## src/rtl/cpu_controller_if.sv

```systemverilog
// Controller <-> datapath signal bundle: opcode/flags in, strobes and debug out.
interface cpu_controller_if #(
  parameter int unsigned CNT_W = 16
) ();
  logic [2:0]       opcode;
  logic             acc_z;
  logic             go;
  logic             jump;
  logic             acc_src;
  logic             acc_wr;
  logic             pc_en;
  logic             mem_rd;
  logic             mem_wr;
  logic             halted;
  logic [2:0]       state;
  logic [CNT_W-1:0] instr_cnt;

  // Datapath side: drives opcode/flags, receives strobes.
  modport master (
    output opcode, acc_z, go,
    input  jump, acc_src, acc_wr, pc_en, mem_rd, mem_wr, halted, state, instr_cnt
  );

  // Controller side.
  modport slave (
    input  opcode, acc_z, go,
    output jump, acc_src, acc_wr, pc_en, mem_rd, mem_wr, halted, state, instr_cnt
  );
endinterface

```

## src/rtl/cpu_controller.sv

```systemverilog
// Multi-cycle instruction sequencer: FETCH/DECODE/EXEC/UPDATE(/SKIP), HALT with go-resume.
module cpu_controller #(
  parameter int unsigned CNT_W = 16
) (
  input  logic           clk,
  input  logic           rst,
  cpu_controller_if.slave bus
);

  typedef enum logic [2:0] {
    S_FETCH  = 3'd0,
    S_DECODE = 3'd1,
    S_EXEC   = 3'd2,
    S_UPDATE = 3'd3,
    S_SKIP   = 3'd4,
    S_HALT   = 3'd5
  } state_t;

  localparam logic [2:0] OP_HLT = 3'd0;
  localparam logic [2:0] OP_SKZ = 3'd1;
  localparam logic [2:0] OP_ADD = 3'd2;
  localparam logic [2:0] OP_AND = 3'd3;
  localparam logic [2:0] OP_XOR = 3'd4;
  localparam logic [2:0] OP_LDA = 3'd5;
  localparam logic [2:0] OP_STO = 3'd6;
  localparam logic [2:0] OP_JMP = 3'd7;

  state_t           state_q;
  logic [2:0]       op_q;
  logic             z_q;
  logic [CNT_W-1:0] cnt_q;

  logic is_alu;
  logic reads_mem;

  assign is_alu    = (op_q == OP_ADD) || (op_q == OP_AND) || (op_q == OP_XOR);
  assign reads_mem = is_alu || (op_q == OP_LDA);

  // Sequencer state, opcode/flag latches and saturating retired-instruction counter.
  always_ff @(posedge clk) begin
    if (rst) begin
      state_q <= S_FETCH;
      op_q    <= 3'd0;
      z_q     <= 1'b0;
      cnt_q   <= '0;
    end else begin
      unique case (state_q)
        S_FETCH: begin
          op_q    <= bus.opcode;
          state_q <= S_DECODE;
        end
        S_DECODE: begin
          if (op_q == OP_HLT) begin
            state_q <= S_HALT;
            if (cnt_q != '1) cnt_q <= cnt_q + CNT_W'(1);
          end else begin
            state_q <= S_EXEC;
          end
        end
        S_EXEC: begin
          if (op_q == OP_SKZ) z_q <= bus.acc_z;
          state_q <= (op_q == OP_JMP) ? S_FETCH : S_UPDATE;
          if (cnt_q != '1) cnt_q <= cnt_q + CNT_W'(1);
        end
        S_UPDATE: state_q <= ((op_q == OP_SKZ) && z_q) ? S_SKIP : S_FETCH;
        S_SKIP:   state_q <= S_FETCH;
        S_HALT:   if (bus.go) state_q <= S_FETCH;
        default:  state_q <= S_FETCH;
      endcase
    end
  end

  // Strobes decoded from current state and latched opcode; forced low while in reset.
  always_comb begin
    bus.jump    = 1'b0;
    bus.acc_src = 1'b0;
    bus.acc_wr  = 1'b0;
    bus.pc_en   = 1'b0;
    bus.mem_rd  = 1'b0;
    bus.mem_wr  = 1'b0;
    bus.halted  = 1'b0;
    if (!rst) begin
      unique case (state_q)
        S_DECODE: bus.mem_rd = reads_mem;
        S_EXEC: begin
          if (is_alu) begin
            bus.mem_rd = 1'b1;
            bus.acc_wr = 1'b1;
          end else if (op_q == OP_LDA) begin
            bus.mem_rd  = 1'b1;
            bus.acc_src = 1'b1;
            bus.acc_wr  = 1'b1;
          end else if (op_q == OP_STO) begin
            bus.mem_wr = 1'b1;
          end else if (op_q == OP_JMP) begin
            bus.jump  = 1'b1;
            bus.pc_en = 1'b1;
          end
        end
        S_UPDATE, S_SKIP: bus.pc_en = 1'b1;
        S_HALT: begin
          bus.halted = 1'b1;
          bus.pc_en  = bus.go;
        end
        default: ;
      endcase
    end
  end

  // Debug state and counter views.
  assign bus.state     = 3'(state_q);
  assign bus.instr_cnt = cnt_q;

endmodule

```

## src/flat_wrapper.sv

```systemverilog
// flat-port wrapper written by rule: the top's interface ports become plain ports
module cpu_controller_flat 
#(
  parameter int unsigned CNT_W = 16
)
  (clk, rst, bus_opcode, bus_acc_z, bus_go, bus_jump, bus_acc_src, bus_acc_wr, bus_pc_en, bus_mem_rd, bus_mem_wr, bus_halted, bus_state, bus_instr_cnt);
  cpu_controller_if #(.CNT_W(CNT_W)) bus_i ();
  input  logic clk;
  input  logic rst;
  input wire logic [$bits(bus_i.opcode)-1:0] bus_opcode;
  input wire logic [$bits(bus_i.acc_z)-1:0] bus_acc_z;
  input wire logic [$bits(bus_i.go)-1:0] bus_go;
  output wire logic [$bits(bus_i.jump)-1:0] bus_jump;
  output wire logic [$bits(bus_i.acc_src)-1:0] bus_acc_src;
  output wire logic [$bits(bus_i.acc_wr)-1:0] bus_acc_wr;
  output wire logic [$bits(bus_i.pc_en)-1:0] bus_pc_en;
  output wire logic [$bits(bus_i.mem_rd)-1:0] bus_mem_rd;
  output wire logic [$bits(bus_i.mem_wr)-1:0] bus_mem_wr;
  output wire logic [$bits(bus_i.halted)-1:0] bus_halted;
  output wire logic [$bits(bus_i.state)-1:0] bus_state;
  output wire logic [$bits(bus_i.instr_cnt)-1:0] bus_instr_cnt;
  assign bus_i.opcode = bus_opcode;
  assign bus_i.acc_z = bus_acc_z;
  assign bus_i.go = bus_go;
  assign bus_jump = bus_i.jump;
  assign bus_acc_src = bus_i.acc_src;
  assign bus_acc_wr = bus_i.acc_wr;
  assign bus_pc_en = bus_i.pc_en;
  assign bus_mem_rd = bus_i.mem_rd;
  assign bus_mem_wr = bus_i.mem_wr;
  assign bus_halted = bus_i.halted;
  assign bus_state = bus_i.state;
  assign bus_instr_cnt = bus_i.instr_cnt;
  cpu_controller #(.CNT_W(CNT_W)) u_core (.clk(clk), .rst(rst), .bus(bus_i));
endmodule
```

## config.mk

```make
export PLATFORM = sky130hd
export DESIGN_NAME = cpu_controller_flat
export DESIGN_NICKNAME = d
export VERILOG_FILES = /design/src/rtl/cpu_controller_if.sv /design/src/rtl/cpu_controller.sv /design/src/flat_wrapper.sv
export SDC_FILE = /design/constraint.sdc
export NUM_CORES = 1
export LEC_CHECK = 0
export ABC_CLOCK_PERIOD_IN_PS = 2300
export CORE_ASPECT_RATIO = 1.2
export CORE_MARGIN = 5
export CORE_UTILIZATION = 50
export CTS_CLUSTER_SIZE = 20
export DETAILED_ROUTE_END_ITERATION = 10
export PLACE_DENSITY = 0.8
export SLEW_MARGIN = 5
export SYNTH_ARGS = -nofsm -noshare
export SYNTH_HDL_FRONTEND = slang
export SYNTH_SLANG_ARGS = --single-unit
```

## constraint.sdc

```tcl
create_clock -name clk -period 2.3 [get_ports clk]
set_clock_uncertainty 0.05 [all_clocks]
set_input_delay 0.575 -clock clk [delete_from_list [all_inputs] [get_ports clk]]
set_output_delay 0.575 -clock clk [all_outputs]
set_load 0.1 [all_outputs]
```

==> out/qor.csv <==
stage;metric;value;unit
final_layout;fin util;71.3;%
power_and_ir_drop;clock share of power;16.6;%
floorplan;Die Y;69.0;µm
final_layout;fin nets;216;
setup_path;Bufs and invs on worst path;1;
synth;ys async rst share;0;%
floorplan;Die Width;59.2;µm
floorplan;Top Ports;33;
route;via/cell ratio;6.23;
route;number of DRC markers in iteration 0;71;
final_layout;# diodes;0;
power_and_ir_drop;switching share of total power;43.0;%
cts;CTS tree;done;
final_layout;most frequent cells in the layout;buf_4, dfxtp_2, nor2_1;
worst_hold_path;min-delay worst type;flop to flop;
setup_path;Worst EP required;1.67;ns
placed_design;Inst Count DP;237;
power_and_ir_drop;worst vdd ir;0.000356;V
global_route;initial antenna violation count;0;
global_route;met3 Use GR;2.43;%
setup_path;CP cell instances;and2b_2 -> o21ai_0 -> nor2_4 -> buf_12;
setup_path;Max stage delay on crit path;0.45;ns
power_and_ir_drop;combinational fraction of design power;39.6;%
synth;Synthesis Warnings;0;
global_route;met2 Track Usage GR;32.1;%
route;Pre-antenna DRT Iters;4;
global_route;GR Util met1;22.9;%
power_and_ir_drop;Flop pwr share;43.8;%
floorplan;site row count;21;
sta;Tcrit/Tclk final;96.8;%
cts;post-CTS setup buffer count;0;
setup_path;family with the most delay on the worst path;flip-flops;
cts;CTS H-tree lvls;1;
route;Total Wirelength;3.77;mm
synth;sequential fraction of the synthesis area;31.7;%
job;max cap viols;0;
setup_path;Startpoint Class;flop;
placed_design;GPL Wtd Cong;0.885;
setup_path;Worst Setup End Kind;output pin;
final_layout;most common cell after layout, fill and taps aside;buf_4;
power_and_ir_drop;total design power;1.13;mW
sta;worst-margin pin slew;0.512;ns
sta;Fin Setup TNS;0;ns
placed_design;Port Buf Inserts;32;
route;total number of vias;1501;
global_route;vias in the first global route;1463;
synth;mapped cell area;1450;µm²
synth;top_reg_cell synth;dfxtp_1;
sta;RSZ-0062 raised after global routing;false;
sta;Final Max Tran Viols;0;
synth;Synth top area share;31.7;%
cts;CTS buffer count;3;
synth;count of cell types in the netlist;48;
cts;clk root buf;clkbuf_4;
floorplan;Initial Util;52.2;%
synth;Post-synth EDFFs;0;
setup_path;Crit-path slowest cell;dfxtp_4;
outcome;outcome;finished clean;
final_layout;post-route cell area;1990;µm²
synth;post-synth top area cell;dfxtp_1;
sta;Fmax achieved;449;MHz
final_layout;Layout area overhead;36.8;%
synth;Post-Syn Nets;183;
global_route;Tot GR Track Use;19.3;%
global_route;total grt overflow;0;
synth;Mapped Avg Cell Area;8.30;µm²
cts;Clk pin slew, worst setup/hold paths;0.12;ns
global_route;GRT Max-Usage Layer;met2;
final_layout;share of layout cells above drive strength 1;38.6;%
setup_path;critical path peak fanout;12;
sta;min cycle time layout;2.23;ns
power_and_ir_drop;PD cells;569;nW/µm²
placed_design;Placed Area;1950;µm²
final_layout;fin cells;241;
cts;Clock Sinks;23;
cts;worst skew pair latency;0.31;ns
global_route;largest net degree at the start of global routing;24;
placed_design;Final HPWL DP;2.86;mm
power_and_ir_drop;Switch Pwr;485;µW
synth;Syn Inst Count;175;
synth;top cells by area, synth;dfxtp_1, mux2_1, nor2_1;
sta;Min Hold Slack;0.435;ns
global_route;first-pass GRT wire length;6.37;mm
floorplan;CORE AREA;2790;µm²
setup_path;Worst Path Arrival;1.60;ns
route;routed len/inst;15.6;µm
sta;post-route setup slack;0.0732;ns
route;count of antenna-violating nets left after detailed routing;0;
sta;Setup violations, final;0;
power_and_ir_drop;Internal;644;µW
floorplan;Die Area;4090;µm²
sta;Max transition margin;65.6;%
sta;Fin. Hold Viols;0;
setup_path;classification of the worst setup path;flop to output pin;
synth;FF+latch count, synth;23;
cts;Hold-fix buffers, CTS;0;
route;detailed-route DRC error count;0;
placed_design;Setup WS pre-CTS;-0.0700;ns
power_and_ir_drop;P_leak;0.785;nW
cts;clock buffer depth;2;
[routing by layer]
layer  wire length (µm)  vias to the layer above  share of wire [%]
met3                146                        9                3.9
met2               1950                       38                 52
li1                   -                      730                  -
met4                 94                        0                2.5
met5                  0                        -                  0
met1               1580                      724                 42
[state kept, by name, indices dropped and copies added (netlist names)]
signal,count
u_core.bus.instr_cnt,16
u_core.op_q,3
u_core.z_q,1
u_core.bus.state,3
[area by class of cell]
type / instances / area [µm²]
multi-input cells: 137 / 1010
fillers: 217 / 798
flip-flops and latches: 23 / 494
repair buffers: 39 / 397
well taps: 34 / 42.5
clock buffers: 4 / 26.3
inverters: 4 / 18.8
[final timing paths]
kind	from	end	slack (ns)	cells after the start
worst min-delay path	u_core.z_q	u_core.z_q	0.43	2
worst max register to register	u_core.bus.instr_cnt[0]	u_core.bus.instr_cnt[15]	0.35	5
worst min register to register	u_core.z_q	u_core.z_q	0.43	2
worst max-delay path	u_core.bus.state[0]	bus_mem_rd	0.07	4
[cells in the mapped netlist, types with 4 or more instances]
master	instances
dfxtp_1	23
nor2_1	20
nand2_1	10
mux2_1	7
nand3_1	7
nor2b_1	7
a21oi_1	6
buf_2	6
nor3_1	6
nor4_1	6
clkbuf_1	5
nand4_1	5
o41ai_1	5
and3_1	4
inv_1	4
[logic make-up (layout without fill, tap and decap cells)]
| group | count (synthesis) | in the layout | synth area share, % |
|---|---|---|---|
| adders and majority gates | 1 | 1 | 0.861 |
| buffers and inverters | 15 | 47 | 4.39 |
| xor gates and xnor gates | 1 | 1 | 0.603 |
| and+or+nand+nor | 92 | 92 | 38.8 |
| AOI/OAI and AO/OA | 32 | 32 | 15.3 |
| DFF | 23 | 23 | 31.7 |
| muxes | 11 | 11 | 8.27 |
[tightest hold or removal path: stages, from the launching register on]
cell	delay [ns]
dfxtp_1	0.34
nand2_1	0.06
a21oi_1	0.06
[power groups by stage]
| stage | combinational, mW | clock (mW) | sequential (mW) |
|---|---|---|---|
| finish | 0.448 | 0.188 | 0.495 |
| global route | 0.475 | 0.212 | 0.502 |
| CTS | 0.447 | 0.194 | 0.490 |
| detailed placement | 0.444 | 0 | 0.498 |
| global placement | 0.435 | 0 | 0.494 |
| floorplan | 0.273 | 0 | 0.565 |
[timing repair]
item,CTS,global route
setup endpoints to repair,7,1
resized for setup,1,5
pin swaps,1,1
cloned,0,0
Power figures use the tool's default switching activity.
